$ cat config.mk
export PLATFORM = sky130hd
export DESIGN_NAME = control_sequencer
export DESIGN_NICKNAME = d
export VERILOG_FILES = /design/src/rtl/hp_ctrl_pkg.sv /design/src/rtl/goto_cond.sv /design/src/rtl/control_sequencer.sv
export SDC_FILE = /design/constraint.sdc
export NUM_CORES = 1
export LEC_CHECK = 0
export ABC_AREA = 1
export CORE_MARGIN = 5
export CORE_UTILIZATION = 41
export DETAILED_ROUTE_END_ITERATION = 16
export GPL_TIMING_DRIVEN = 0
export PLACE_DENSITY = 0.83
export SYNTH_ARGS = -nofsm -noshare
export SYNTH_HDL_FRONTEND = slang
export SYNTH_SLANG_ARGS = --single-unit
$ cat constraint.sdc
create_clock -name clk -period 2.61 [get_ports clk]
set_clock_uncertainty 0.15 [all_clocks]
set_input_delay 0.522 -clock clk [delete_from_list [all_inputs] [get_ports clk]]
set_output_delay 0.522 -clock clk [all_outputs]
set_load 0.05 [all_outputs]
$ cat src/rtl/hp_ctrl_pkg.sv
// Shared types and constants for the relay-computer instruction sequencer:
// FSM states, opcode classes, register codes and the control-strobe bundle.
package hp_ctrl_pkg;

   typedef enum logic [3:0] {
      RST_IDLE,
      FETCH0,
      FETCH1,
      DECODE,
      EX0,
      EX1,
      G0,
      G1,
      G2,
      G3,
      G4,
      G5,
      HALTED
   } state_t;

   typedef enum logic [3:0] {
      OPC_NOP,
      OPC_MOV8,
      OPC_SETAB,
      OPC_ALU,
      OPC_LOAD,
      OPC_STORE,
      OPC_INCXY,
      OPC_HALT,
      OPC_GOTO
   } op_class_t;

   // ALU function code presented whenever the ALU is not driving the bus
   localparam logic [2:0] ALU_IDLE = 3'b111;

   // r3 register codes; the two-bit rr code is the low half (A..D)
   localparam logic [2:0] R_A  = 3'd0;
   localparam logic [2:0] R_B  = 3'd1;
   localparam logic [2:0] R_C  = 3'd2;
   localparam logic [2:0] R_D  = 3'd3;
   localparam logic [2:0] R_M1 = 3'd4;
   localparam logic [2:0] R_M2 = 3'd5;
   localparam logic [2:0] R_X  = 3'd6;
   localparam logic [2:0] R_Y  = 3'd7;

   // Opcode match values and masks
   localparam logic [1:0] OP_MOV8_HI  = 2'b00;
   localparam logic [1:0] OP_SETAB_HI = 2'b01;
   localparam logic [1:0] OP_GOTO_HI  = 2'b11;
   localparam logic [7:0] MASK_ALU    = 8'hF0;
   localparam logic [7:0] OP_ALU      = 8'h80;
   localparam logic [7:0] MASK_LDST   = 8'hFC;
   localparam logic [7:0] OP_LOAD     = 8'h90;
   localparam logic [7:0] OP_STORE    = 8'h98;
   localparam logic [7:0] OP_INCXY    = 8'hB0;
   localparam logic [7:0] OP_HALT     = 8'hAE;

   // Complete control bundle; ld_reg/sel_reg are indexed by r3 code
   typedef struct packed {
      logic [7:0] ld_reg;
      logic [7:0] sel_reg;
      logic       ld_xy;
      logic       ld_j1;
      logic       ld_j2;
      logic       ld_inst;
      logic       ld_pc;
      logic       ld_inc;
      logic       ld_cond;
      logic       sel_m;
      logic       sel_xy;
      logic       sel_j;
      logic       sel_pc;
      logic       sel_inc;
      logic       sel_imm;
      logic       alu_en;
      logic [2:0] alu_fn;
      logic       mem_read;
      logic       mem_write;
      logic       halt;
      logic       instr_done;
   } ctrl_t;

   function automatic op_class_t decode_op(input logic [7:0] op);
      if (op[7:6] == OP_MOV8_HI)              return OPC_MOV8;
      if (op[7:6] == OP_SETAB_HI)             return OPC_SETAB;
      if (op[7:6] == OP_GOTO_HI)              return OPC_GOTO;
      if ((op & MASK_ALU) == OP_ALU)          return OPC_ALU;
      if ((op & MASK_LDST) == OP_LOAD)        return OPC_LOAD;
      if ((op & MASK_LDST) == OP_STORE)       return OPC_STORE;
      if (op == OP_INCXY)                     return OPC_INCXY;
      if (op == OP_HALT)                      return OPC_HALT;
      return OPC_NOP;
   endfunction

   function automatic logic [7:0] reg_onehot(input logic [2:0] r);
      return 8'd1 << r;
   endfunction

endpackage

$ cat src/rtl/goto_cond.sv
// GOTO branch condition: taken = x | s&sign | c&carry | z&zero | n&~zero,
// with cond_bits = {s, c, z, n, x} taken from inst[4:0].
module goto_cond (
   input  logic [4:0] cond_bits,
   input  logic       zero,
   input  logic       carry,
   input  logic       sign,
   output logic       taken
);

   assign taken = cond_bits[0]
                | (cond_bits[4] & sign)
                | (cond_bits[3] & carry)
                | (cond_bits[2] & zero)
                | (cond_bits[1] & ~zero);

endmodule

$ cat src/rtl/control_sequencer.sv
// Instruction sequencer: fetch, decode and execute micro-steps, one per clock,
// driving every load/select/memory/ALU strobe as a Moore function of the
// current state and the Inst register contents.
module control_sequencer
   import hp_ctrl_pkg::*;
(
   input  logic       clk,
   input  logic       rst_n,
   input  logic [7:0] inst,
   input  logic       zero,
   input  logic       carry,
   input  logic       sign,
   output logic       LdA,
   output logic       LdB,
   output logic       LdC,
   output logic       LdD,
   output logic       LdX,
   output logic       LdY,
   output logic       LdM1,
   output logic       LdM2,
   output logic       LdXY,
   output logic       LdJ1,
   output logic       LdJ2,
   output logic       LdInst,
   output logic       LdPC,
   output logic       LdINC,
   output logic       LdCond,
   output logic       SelA,
   output logic       SelB,
   output logic       SelC,
   output logic       SelD,
   output logic       SelX,
   output logic       SelY,
   output logic       SelM1,
   output logic       SelM2,
   output logic       SelM,
   output logic       SelXY,
   output logic       SelJ,
   output logic       SelPC,
   output logic       SelINC,
   output logic       sel_imm,
   output logic       alu_en,
   output logic [2:0] AluFunctionCode,
   output logic       MemRead,
   output logic       MemWrite,
   output logic       Halt,
   output logic       instr_done
);

   state_t    state_q;
   state_t    state_d;
   ctrl_t     ctrl;
   op_class_t op;
   logic      taken;

   assign op = decode_op(inst);

   goto_cond u_goto_cond (
      .cond_bits (inst[4:0]),
      .zero      (zero),
      .carry     (carry),
      .sign      (sign),
      .taken     (taken)
   );

   // State register; reset forces RST_IDLE so all strobes drop at once
   always_ff @(posedge clk or negedge rst_n) begin
      if (!rst_n) state_q <= RST_IDLE;
      else        state_q <= state_d;
   end

   // Next-state sequencing and per-state strobe generation
   always_comb begin
      state_d     = state_q;
      ctrl        = '0;
      ctrl.alu_fn = ALU_IDLE;
      case (state_q)
         RST_IDLE: state_d = FETCH0;
         FETCH0: begin
            ctrl.sel_pc   = 1'b1;
            ctrl.mem_read = 1'b1;
            ctrl.ld_inst  = 1'b1;
            ctrl.ld_inc   = 1'b1;
            state_d       = FETCH1;
         end
         FETCH1: begin
            ctrl.sel_inc = 1'b1;
            ctrl.ld_pc   = 1'b1;
            state_d      = DECODE;
         end
         DECODE: begin
            if (op == OPC_HALT)      state_d = HALTED;
            else if (op == OPC_GOTO) state_d = G0;
            else                     state_d = EX0;
         end
         EX0: begin
            case (op)
               OPC_MOV8: begin
                  ctrl.ld_reg = reg_onehot(inst[5:3]);
                  // Self-move leaves the bus floating, which clears the register
                  if (inst[5:3] != inst[2:0]) ctrl.sel_reg = reg_onehot(inst[2:0]);
               end
               OPC_SETAB: begin
                  ctrl.sel_imm = 1'b1;
                  ctrl.ld_reg  = reg_onehot(inst[5] ? R_B : R_A);
               end
               OPC_ALU: begin
                  ctrl.alu_en  = 1'b1;
                  ctrl.alu_fn  = inst[2:0];
                  ctrl.ld_cond = 1'b1;
                  ctrl.ld_reg  = reg_onehot(inst[3] ? R_D : R_A);
               end
               OPC_LOAD: begin
                  ctrl.sel_m    = 1'b1;
                  ctrl.mem_read = 1'b1;
                  ctrl.ld_reg   = reg_onehot({1'b0, inst[1:0]});
               end
               OPC_STORE: begin
                  ctrl.sel_m     = 1'b1;
                  ctrl.sel_reg   = reg_onehot({1'b0, inst[1:0]});
                  ctrl.mem_write = 1'b1;
               end
               OPC_INCXY: begin
                  ctrl.sel_xy = 1'b1;
                  ctrl.ld_inc = 1'b1;
               end
               default: ;
            endcase
            if (op == OPC_INCXY) begin
               state_d = EX1;
            end else begin
               ctrl.instr_done = 1'b1;
               state_d         = FETCH0;
            end
         end
         EX1: begin
            ctrl.sel_inc    = 1'b1;
            ctrl.ld_xy      = 1'b1;
            ctrl.instr_done = 1'b1;
            state_d         = FETCH0;
         end
         G0: begin
            ctrl.sel_pc   = 1'b1;
            ctrl.mem_read = 1'b1;
            ctrl.ld_j1    = 1'b1;
            ctrl.ld_inc   = 1'b1;
            state_d       = G1;
         end
         G1: begin
            ctrl.sel_inc = 1'b1;
            ctrl.ld_pc   = 1'b1;
            state_d      = G2;
         end
         G2: begin
            ctrl.sel_pc   = 1'b1;
            ctrl.mem_read = 1'b1;
            ctrl.ld_j2    = 1'b1;
            ctrl.ld_inc   = 1'b1;
            state_d       = G3;
         end
         G3: begin
            ctrl.sel_inc = 1'b1;
            ctrl.ld_pc   = 1'b1;
            state_d      = G4;
         end
         G4: begin
            // Call form saves the return address (PC) into XY
            if (inst[5]) begin
               ctrl.sel_pc = 1'b1;
               ctrl.ld_xy  = 1'b1;
            end
            state_d = G5;
         end
         G5: begin
            if (taken) begin
               ctrl.sel_j = 1'b1;
               ctrl.ld_pc = 1'b1;
            end
            ctrl.instr_done = 1'b1;
            state_d         = FETCH0;
         end
         HALTED: begin
            ctrl.halt = 1'b1;
            state_d   = HALTED;
         end
         default: state_d = RST_IDLE;
      endcase
   end

   assign LdA             = ctrl.ld_reg[R_A];
   assign LdB             = ctrl.ld_reg[R_B];
   assign LdC             = ctrl.ld_reg[R_C];
   assign LdD             = ctrl.ld_reg[R_D];
   assign LdM1            = ctrl.ld_reg[R_M1];
   assign LdM2            = ctrl.ld_reg[R_M2];
   assign LdX             = ctrl.ld_reg[R_X];
   assign LdY             = ctrl.ld_reg[R_Y];
   assign SelA            = ctrl.sel_reg[R_A];
   assign SelB            = ctrl.sel_reg[R_B];
   assign SelC            = ctrl.sel_reg[R_C];
   assign SelD            = ctrl.sel_reg[R_D];
   assign SelM1           = ctrl.sel_reg[R_M1];
   assign SelM2           = ctrl.sel_reg[R_M2];
   assign SelX            = ctrl.sel_reg[R_X];
   assign SelY            = ctrl.sel_reg[R_Y];
   assign LdXY            = ctrl.ld_xy;
   assign LdJ1            = ctrl.ld_j1;
   assign LdJ2            = ctrl.ld_j2;
   assign LdInst          = ctrl.ld_inst;
   assign LdPC            = ctrl.ld_pc;
   assign LdINC           = ctrl.ld_inc;
   assign LdCond          = ctrl.ld_cond;
   assign SelM            = ctrl.sel_m;
   assign SelXY           = ctrl.sel_xy;
   assign SelJ            = ctrl.sel_j;
   assign SelPC           = ctrl.sel_pc;
   assign SelINC          = ctrl.sel_inc;
   assign sel_imm         = ctrl.sel_imm;
   assign alu_en          = ctrl.alu_en;
   assign AluFunctionCode = ctrl.alu_fn;
   assign MemRead         = ctrl.mem_read;
   assign MemWrite        = ctrl.mem_write;
   assign Halt            = ctrl.halt;
   assign instr_done      = ctrl.instr_done;

endmodule
; ---- Word level (Yosys, flattened, before mapping)
; Cells that the tools add are included.
[op_classes]
n_eq_ne = 28
shift = 5
n_mux = 92
n_bitwise = 9
reduce_logical = 8
[op_table]
columns = operator, n
row1 = $mux W4, 23
row2 = $mux W1, 53
row3 = $pmux W4 S11, 1
row4 = $eq A4 B3 Y1 const B, 8
row5 = $pmux W8 S4, 1
row6 = $eq A4 B4 Y1 const B, 7
row7 = $eq A4 B2 Y1 const B, 4
row8 = $eq A8 B8 Y1 const B, 2
row9 = $mux W16, 1
row10 = $pmux W8 S2, 1
row11 = $shl A1 B2 Y8 const A, 2
row12 = $shl A1 B3 Y8 const A, 2
row13 = $eq A6 B6 Y1 const B, 2
row14 = $pmux W1 S2, 6
row15 = $reduce_or A3 Y1, 3
row16 = $eq A4 B1 Y1 const B, 2
row17 = $mux W8, 1
row18 = $shl A1 B1 Y8 const A, 1
row19 = $mux W3, 2
row20 = $mux W5, 1
row21 = $and A1 B1 Y1, 4
row22 = $logic_not A4 Y1, 1
row23 = $mux W2, 2
row24 = $or A1 B1 Y1, 4
row25 = other kinds (7), 8
[word_totals]
reg_bits = 4
in_bits = 13
output_inout_bits = 37
word_cells = 143

; ---- Logic depth before layout (Yosys ltp)
; Gate-level depths: netlist of the first run.
[depth]
ltp_word = 42
ltp_mapped = 10

; ---- Modules after synthesis
; Synthesis of the first run repeated with hierarchy kept, for this count alone.
[hier_totals]
hier_cells = 157
hier_area_um2 = 797.0
[by_module_without_submodules]
columns = module, n_inst, cells_per_inst, area_per_inst_um2, seq_area_each_um2
row1 = control_sequencer, 1, 149, 765.7, 100.1
row2 = goto_cond, 1, 8, 31.3, 0.0

; ---- Worst setup path after synthesis of the first run
; OpenSTA, ideal clock, no wires.
[synth_timing]
kind = in2out
from = input port inst[4]
to = output port LdA
arrival_ps = 2217
path_slack_ps = -279
stages = 6
n_path_buf = 1
cell_sequence = clkbuf_2 nor2_1 nand2_2 o211ai_1 nand2_1 o21ai_0
[synth_via]
elab_chain_len = 20
word_cells_on_any_way = 58
[synth_lines]
columns = item, line
row1 = from (decl), control_sequencer.sv:9  ; input logic [7:0] inst,
row2 = $eq A8 B8 Y1 / $eq A4 B4 Y1 (equally long branches), "hp_ctrl_pkg.sv:91, hp_ctrl_pkg.sv:87"
row3 = $mux W1 / $mux W4 (equally long branches) (2 in series), "hp_ctrl_pkg.sv:91, hp_ctrl_pkg.sv:87"
row4 = $mux W1 / $mux W4 (equally long branches), "hp_ctrl_pkg.sv:90, hp_ctrl_pkg.sv:86"
row5 = $mux W1 / $mux W4 (equally long branches), "hp_ctrl_pkg.sv:89, hp_ctrl_pkg.sv:85"
row6 = $mux W1 / $mux W4 (equally long branches), hp_ctrl_pkg.sv:88  ; if ((op & MASK_LDST) == OP_LOAD) return OPC_LOAD;
row7 = $mux W1 / $mux W4 (equally long branches), "hp_ctrl_pkg.sv:87, hp_ctrl_pkg.sv:89"
row8 = $mux W1 / $mux W4 (equally long branches), "hp_ctrl_pkg.sv:86, hp_ctrl_pkg.sv:90"
row9 = $mux W1 / $mux W4 (equally long branches), "hp_ctrl_pkg.sv:85, hp_ctrl_pkg.sv:91"
row10 = [... 3 more ...], --
row11 = $mux W4, hp_ctrl_pkg.sv:89  ; if ((op & MASK_LDST) == OP_STORE) return OPC_STORE;
row12 = $mux W4, hp_ctrl_pkg.sv:88
row13 = $mux W4, hp_ctrl_pkg.sv:87  ; if ((op & MASK_ALU) == OP_ALU) return OPC_ALU;
row14 = $mux W4, hp_ctrl_pkg.sv:86  ; if (op[7:6] == OP_GOTO_HI) return OPC_GOTO;
row15 = $mux W4, hp_ctrl_pkg.sv:85  ; if (op[7:6] == OP_SETAB_HI) return OPC_SETAB;
row16 = $eq A4 B3 Y1 (tied with other cells), control_sequencer.sv:97  ; case (op)
row17 = $pmux W8 S4 (*), control_sequencer.sv:97
row18 = $mux W16 (*), control_sequencer.sv:77  ; case (state_q)
row19 = to (decl), control_sequencer.sv:13  ; output logic LdA,
; Mark *: on every way between the ends. The rest lies on a longest branch, timed or not. The select of a mux whose other input is x is not followed.

; ---- Worst setup path after layout of the first run
[layout_timing]
from = register state_q[2]
to = output port SelM
[layout_via]
elab_chain_len = 2
[layout_lines]
columns = item, line
row1 = from (decl), control_sequencer.sv:50  ; state_t state_q;
row2 = from (signal assigned), control_sequencer.sv:69  ; else state_q <= state_d;
row3 = $eq A4 B3 Y1, control_sequencer.sv:77
row4 = $mux W3, control_sequencer.sv:77
row5 = to (decl), control_sequencer.sv:36  ; output logic SelM,
; No other way between the ends.

==> metrics.cfg, run 1 <==
[clocking]
cts-buffers-inserted=3
htreeDepth=1
hold_buffers=0
clk_pin_slew_ns=0.05
clockBufferDepth=2
clk_latency_ns=0.25
clockRootBuffer=clkbuf_4
cts_tree=yes
clock-sinks=4

[worst_setup_path]
critPathKind=reg -> out
cp_cell_sequence=inv_1 > nor2_1 > inv_1 > nor2_8 > inv_4 > nor3_1 > clkdlybuf4s15_2
slowest_delay_ns=0.42
endpoint_kind=output port
cp.arrival_ns=1.87
crit_fanout=9
cpMostUsedCell=inv_1
r2r_cells=8
worst_path_max_delay_cell=clkdlybuf4s15_2
required_ns=1.94
start_kind=flip-flop

[yosys]
synthesis.nets=177
synth_cell_types=24
synthCells=164
syn_avg_cell_area_um2=5.20
synth_area_um2=852
ys_ff_latch=4
ys_seq_area_frac=0.117
synth-warning-count=0

[route]
post-route-drc-count=0
drt-initial-drc-count=37
ant_nets=0
viasPerCell=5.06
finalWirelength_um=3160
dr_total_vias=1229
firstDrtPassIters=4
wl_per_cell_um=13.0

[pwr]
sw_frac_of_total=0.663
ir_drop_uv=604
p_leak_nw=0.744
clkPwrFrac=0.079
power_mw=1.09
switchingPower_uw=721
p_per_area_mw_per_mm2=810
power_frac_comb=0.808
internal_power_uw=366
p_seq_frac=0.113

[hold_path]
hold_class=in -> async

[global_routing]
track_usage=0.205
gr-total-overflow=0
grt_pass1_wl_um=5260
antenna_found_initial=0
grt_max_degree=10
grt_pass1_vias=1255

[sta]
period_share=0.974
fin_setup_tns_ns=0
report.final.slew_viol_count=0
period_minus_slack_ns=2.54
finalSetupViolCount=0
fmax_mhz=393
tightest_slew_ns=0.509
whs_ns=0.340
hold_viol=0
relSlewSlack=0.660

[place]
place_congestion=0.860
hpwl_um=2620
io_buffers=48

[floorplan]
core_mm2=0.00196
ioPinCount=50
fp.dieW_um=55.6
num_rows=16
dieArea_mm2=0.00309
initial_core_util=0.434
dieHeight_um=55.6

[finish]
antenna_cells=0
largest_reg_flops=4
finalNetCount=231
area_growth_pct=57.4
final_cell_mix=nand2_1, nor2_1, inv_1
drive_gt1_frac=0.292
regMostFlops=state_q
top_regs=state_q (4)
layout_commonest_cell=nand2_1
fillers=216

[job]
cap_violations=0

[run_status]
status=complete, no violations

## final timing paths
| kind | startpoint | end | slack (ns) |
|---|---|---|---|
| max | state_q[2] | SelM | 0.07 |
| min | rst_n | state_q[2] | 0.34 |
| max reg2reg | state_q[2] | state_q[2] | 1.15 |
| min reg2reg | state_q[2] | state_q[0] | 0.52 |
| max in group asynchronous | rst_n | state_q[3] | 1.77 |
| min in group clk | state_q[2] | state_q[0] | 0.52 |
## timing repair
item	4_1_cts	5_1_grt
resized for setup	172	6
pin swaps	3	0
buffers inserted	1	0
endpoints found under the setup margin	34	4
## worst max-delay path: cells and delay by family, from the launching register on
family,cells,cell delay (ns)
flip-flops,1,0.38
buffers and inverters,4,0.74
AND/OR/NAND/NOR,3,0.50
## cell usage after synthesis, drive strengths merged
cell	instances	share of area
dfrtp	4	0.12
nand2	46	0.21
inv	29	0.13
nor3	9	0.059
o22ai	1	0.0073
o2111ai	1	0.010
nand4	4	0.029
clkbuf	1	0.0059
nand3	9	0.059
nor2	42	0.24
o211ai	2	0.018
buf	2	0.018
o21ai	9	0.053
a21oi	2	0.012
xnor2	3	0.031
## power groups by stage
stage / Sequential [mW] / Clock, mW / Combinational [mW]
after floorplan: 0.115 / 0 / 0.651
after global placement: 0.119 / 0 / 0.908
after detailed placement: 0.122 / 0 / 0.928
after CTS: 0.122 / 0.0871 / 0.879
after global routing: 0.127 / 0.0890 / 0.938
final: 0.123 / 0.0860 / 0.878
## kinds of logic (layout without fill, tap and decap cells)
logic type      count (synthesis)  count (layout)  share of synthesized area
flops                           4               4                      0.117
simple gates                  110             110                      0.598
buf+inv                        32              84                      0.154
xor+xnor                        3               3                     0.0308
compound gates                 15              15                     0.0999
## cell type report
| type | count | area, µm² | share of cell area |
|---|---|---|---|
| Multi-Input combinational cell | 128 | 644 | 0.480 |
| Inverter | 29 | 111 | 0.0830 |
| Buffer | 3 | 23.8 | 0.0177 |
| Tap cell | 27 | 33.8 | 0.0252 |
| Clock buffer | 3 | 22.5 | 0.0168 |
| Timing Repair Buffer | 49 | 405 | 0.302 |
| Sequential cell | 4 | 100 | 0.0746 |
## per-stage QoR
| step | util | setup slack (ns) | instances | cell area [µm²] |
|---|---|---|---|---|
| final | 0.684 | 0.0687 | 243 | 1340 |
| after global routing | 0.684 | -0.00386 | 243 | 1340 |
| after CTS | 0.685 | 0.0199 | 243 | 1340 |
| after detailed placement | 0.703 | -0.758 | 239 | 1380 |
| after global placement | 0.703 | -0.725 | 239 | 1380 |
| after floorplan | - | -0.279 | 164 | 865 |
## metal layers
| metal | global-route usage | routed length, µm | vias up |
|---|---|---|---|
| li1 | - | - | 615 |
| met1 | 0.213 | 1270 | 545 |
| met2 | 0.397 | 1630 | 64 |
| met3 | 0.0394 | 224 | 5 |
| met4 | 0.0799 | 35 | 0 |
| met5 | 0 | 0 | - |
Note: power is estimated with default switching activity, not from simulation.
==> inputs of run 2 (changes only) <==
Settings changed: RECOVER_POWER set to 50.
==> metrics.cfg, run 2 (synthesis gave the netlist of run 1 again) <==
[finish]
fillers=220  ; was 216
fin_cells=243  ; unchanged
regMostFlops=state_q  ; unchanged
final_cell_mix=nand2_1, nor2_1, inv_1  ; unchanged
layout_commonest_cell=nand2_1  ; unchanged
drive_gt1_frac=0.292  ; unchanged
area_growth_pct=55.4  ; was 57.4%
finalNetCount=231  ; unchanged
seqCellArea_um2=100  ; unchanged
multi_input_area_um2=644  ; unchanged
final_area_mm2=0.00132  ; was 0.00134 mm²
largest_reg_flops=4  ; unchanged
top_regs=state_q (4)  ; unchanged
antenna_cells=0  ; unchanged

[worst_setup_path]
crit_start=state_q[2]  ; unchanged
cpMostUsedCell=inv_1  ; unchanged
cp.arrival_ns=1.87  ; about the same
slowest_delay_ns=0.42  ; about the same
cp.buffers_inverters=4  ; unchanged
start_kind=flip-flop  ; unchanged
rr_endpoint=state_q[2]  ; unchanged
cp_cell_sequence=inv_1 > nor2_1 > inv_1 > nor2_8 > inv_4 > nor3_1 > clkdlybuf4s15_2  ; unchanged
crit_fanout=9  ; unchanged
worst_path_max_delay_cell=clkdlybuf4s15_2  ; unchanged
path_depth=7  ; unchanged
path_delay_family=buffers and inverters  ; unchanged
required_ns=1.94  ; about the same
rrSetupSlack_ns=1.15  ; about the same
r2r-start=state_q[2]  ; unchanged
r2r_cells=8  ; unchanged
critPathKind=reg -> out  ; unchanged
endpoint_kind=output port  ; unchanged

[clocking]
clockRootBuffer=clkbuf_4  ; unchanged
cts_tree=yes  ; unchanged
clk_latency_ns=0.25  ; about the same
cts-buffers-inserted=3  ; unchanged
htreeDepth=1  ; unchanged
clk_pin_slew_ns=0.05  ; about the same
clock-sinks=4  ; unchanged
clockBufferDepth=2  ; unchanged

[route]
firstDrtPassIters=5  ; was 4
dr_total_vias=1236  ; was 1229
drt-initial-drc-count=32  ; was 37
post-route-drc-count=0  ; unchanged
ant_nets=0  ; unchanged
viasPerCell=5.09  ; was 5.06
finalWirelength_um=3160  ; about the same
wl_per_cell_um=13.0  ; about the same

[global_routing]
grt_pass1_wl_um=5260  ; unchanged
grt_max_degree=10  ; unchanged
gr-total-overflow=0  ; unchanged
grt_pass1_vias=1255  ; unchanged
antenna_found_initial=0  ; unchanged
track_usage=0.205  ; unchanged

[sta]
tightest_slew_ns=0.609  ; was 0.509 ns
hold_viol=0  ; unchanged
finalSetupViolCount=0  ; unchanged
fmax_mhz=393  ; about the same
report.final.slew_viol_count=0  ; unchanged
fin_ws_ns=0.0666  ; was 0.0687 ns
period_minus_slack_ns=2.54  ; about the same
relSlewSlack=0.596  ; was 0.660
period_share=0.974  ; about the same

[place]
dpl-instance-area_mm2=0.00138  ; unchanged
place_congestion=0.860  ; unchanged
io_buffers=48  ; unchanged
hpwl_um=2620  ; unchanged
post-place-ws_ns=-0.758  ; unchanged
numPlacedInstances=239  ; unchanged

[run_status]
status=complete, no violations  ; unchanged

[floorplan]
ioPinCount=50  ; unchanged
core_mm2=0.00196  ; unchanged
dieHeight_um=55.6  ; unchanged
dieArea_mm2=0.00309  ; unchanged
fp.dieW_um=55.6  ; unchanged
initial_core_util=0.434  ; unchanged
num_rows=16  ; unchanged

[pwr]
power_mw=1.08  ; was 1.09 mW
p_per_area_mw_per_mm2=817  ; was 810 mW/mm²
ir_drop_uv=602  ; was 604 µV
p_leak_nw=0.702  ; was 0.744 nW

[job]
cap_violations=0  ; unchanged

[hold_path]
hold_class=in -> async  ; unchanged

## run 2: changes by cell type in the layout (fill, tap and decap cells not counted)
| cell | delta |
|---|---|
| clkbuf_1 | +2 |
| dlymetal6s2s_1 | -2 |
| buf_2 | -1 |
| clkbuf_2 | +1 |
| clkdlybuf4s50_1 | -1 |
| dlygate4sd3_1 | +1 |
## run 2: worst max-delay path by stage
stage	to	slack, ns
finish	SelM	0.07
floorplan	LdA	-0.28
global route	SelM	-0.004
global placement	LdC	-0.73
CTS	sel_imm	0.02
detailed placement	LdC	-0.76
## run 2: area by class of cell
class	count	share of cell area
Tap cell	27	0.0255
Inverter	29	0.0841
Timing Repair Buffer	49	0.293
Clock buffer	3	0.0170
Multi-Input combinational cell	128	0.487
Sequential cell	4	0.0756
Buffer	3	0.0180
## run 2: stage by stage
stage	hold WS [ns]	TNS (ns)	util
global route	0.424	-0.00386	0.675
floorplan	0.0764	-1.14	-
finish	0.409	0	0.675
global placement	0.459	-16.56	0.703
detailed placement	0.483	-17.19	0.703
CTS	0.334	0	0.685
## run 2: power by group
group	internal, mW	switching (mW)	total [mW]
logic	0.218	0.655	0.873
clock network	0.0520	0.0343	0.0863
registers	0.0920	0.0311	0.123
## run 2: what timing repair did
action | CTS | global route
setup endpoints to repair | 34 | 4
resized for setup | 172 | 6
hold buffers | 0 | 0
cloned | 0 | 0
pin swaps | 3 | 0
buffers inserted | 1 | 0
## run 2: per-layer routing
metal | track usage | routed length, µm | up-vias
li1 | - | - | 615
met3 | 0.0394 | 216 | 9
met1 | 0.213 | 1300 | 548
met2 | 0.397 | 1600 | 64
met4 | 0.0799 | 42 | 0
met5 | 0 | 0 | -
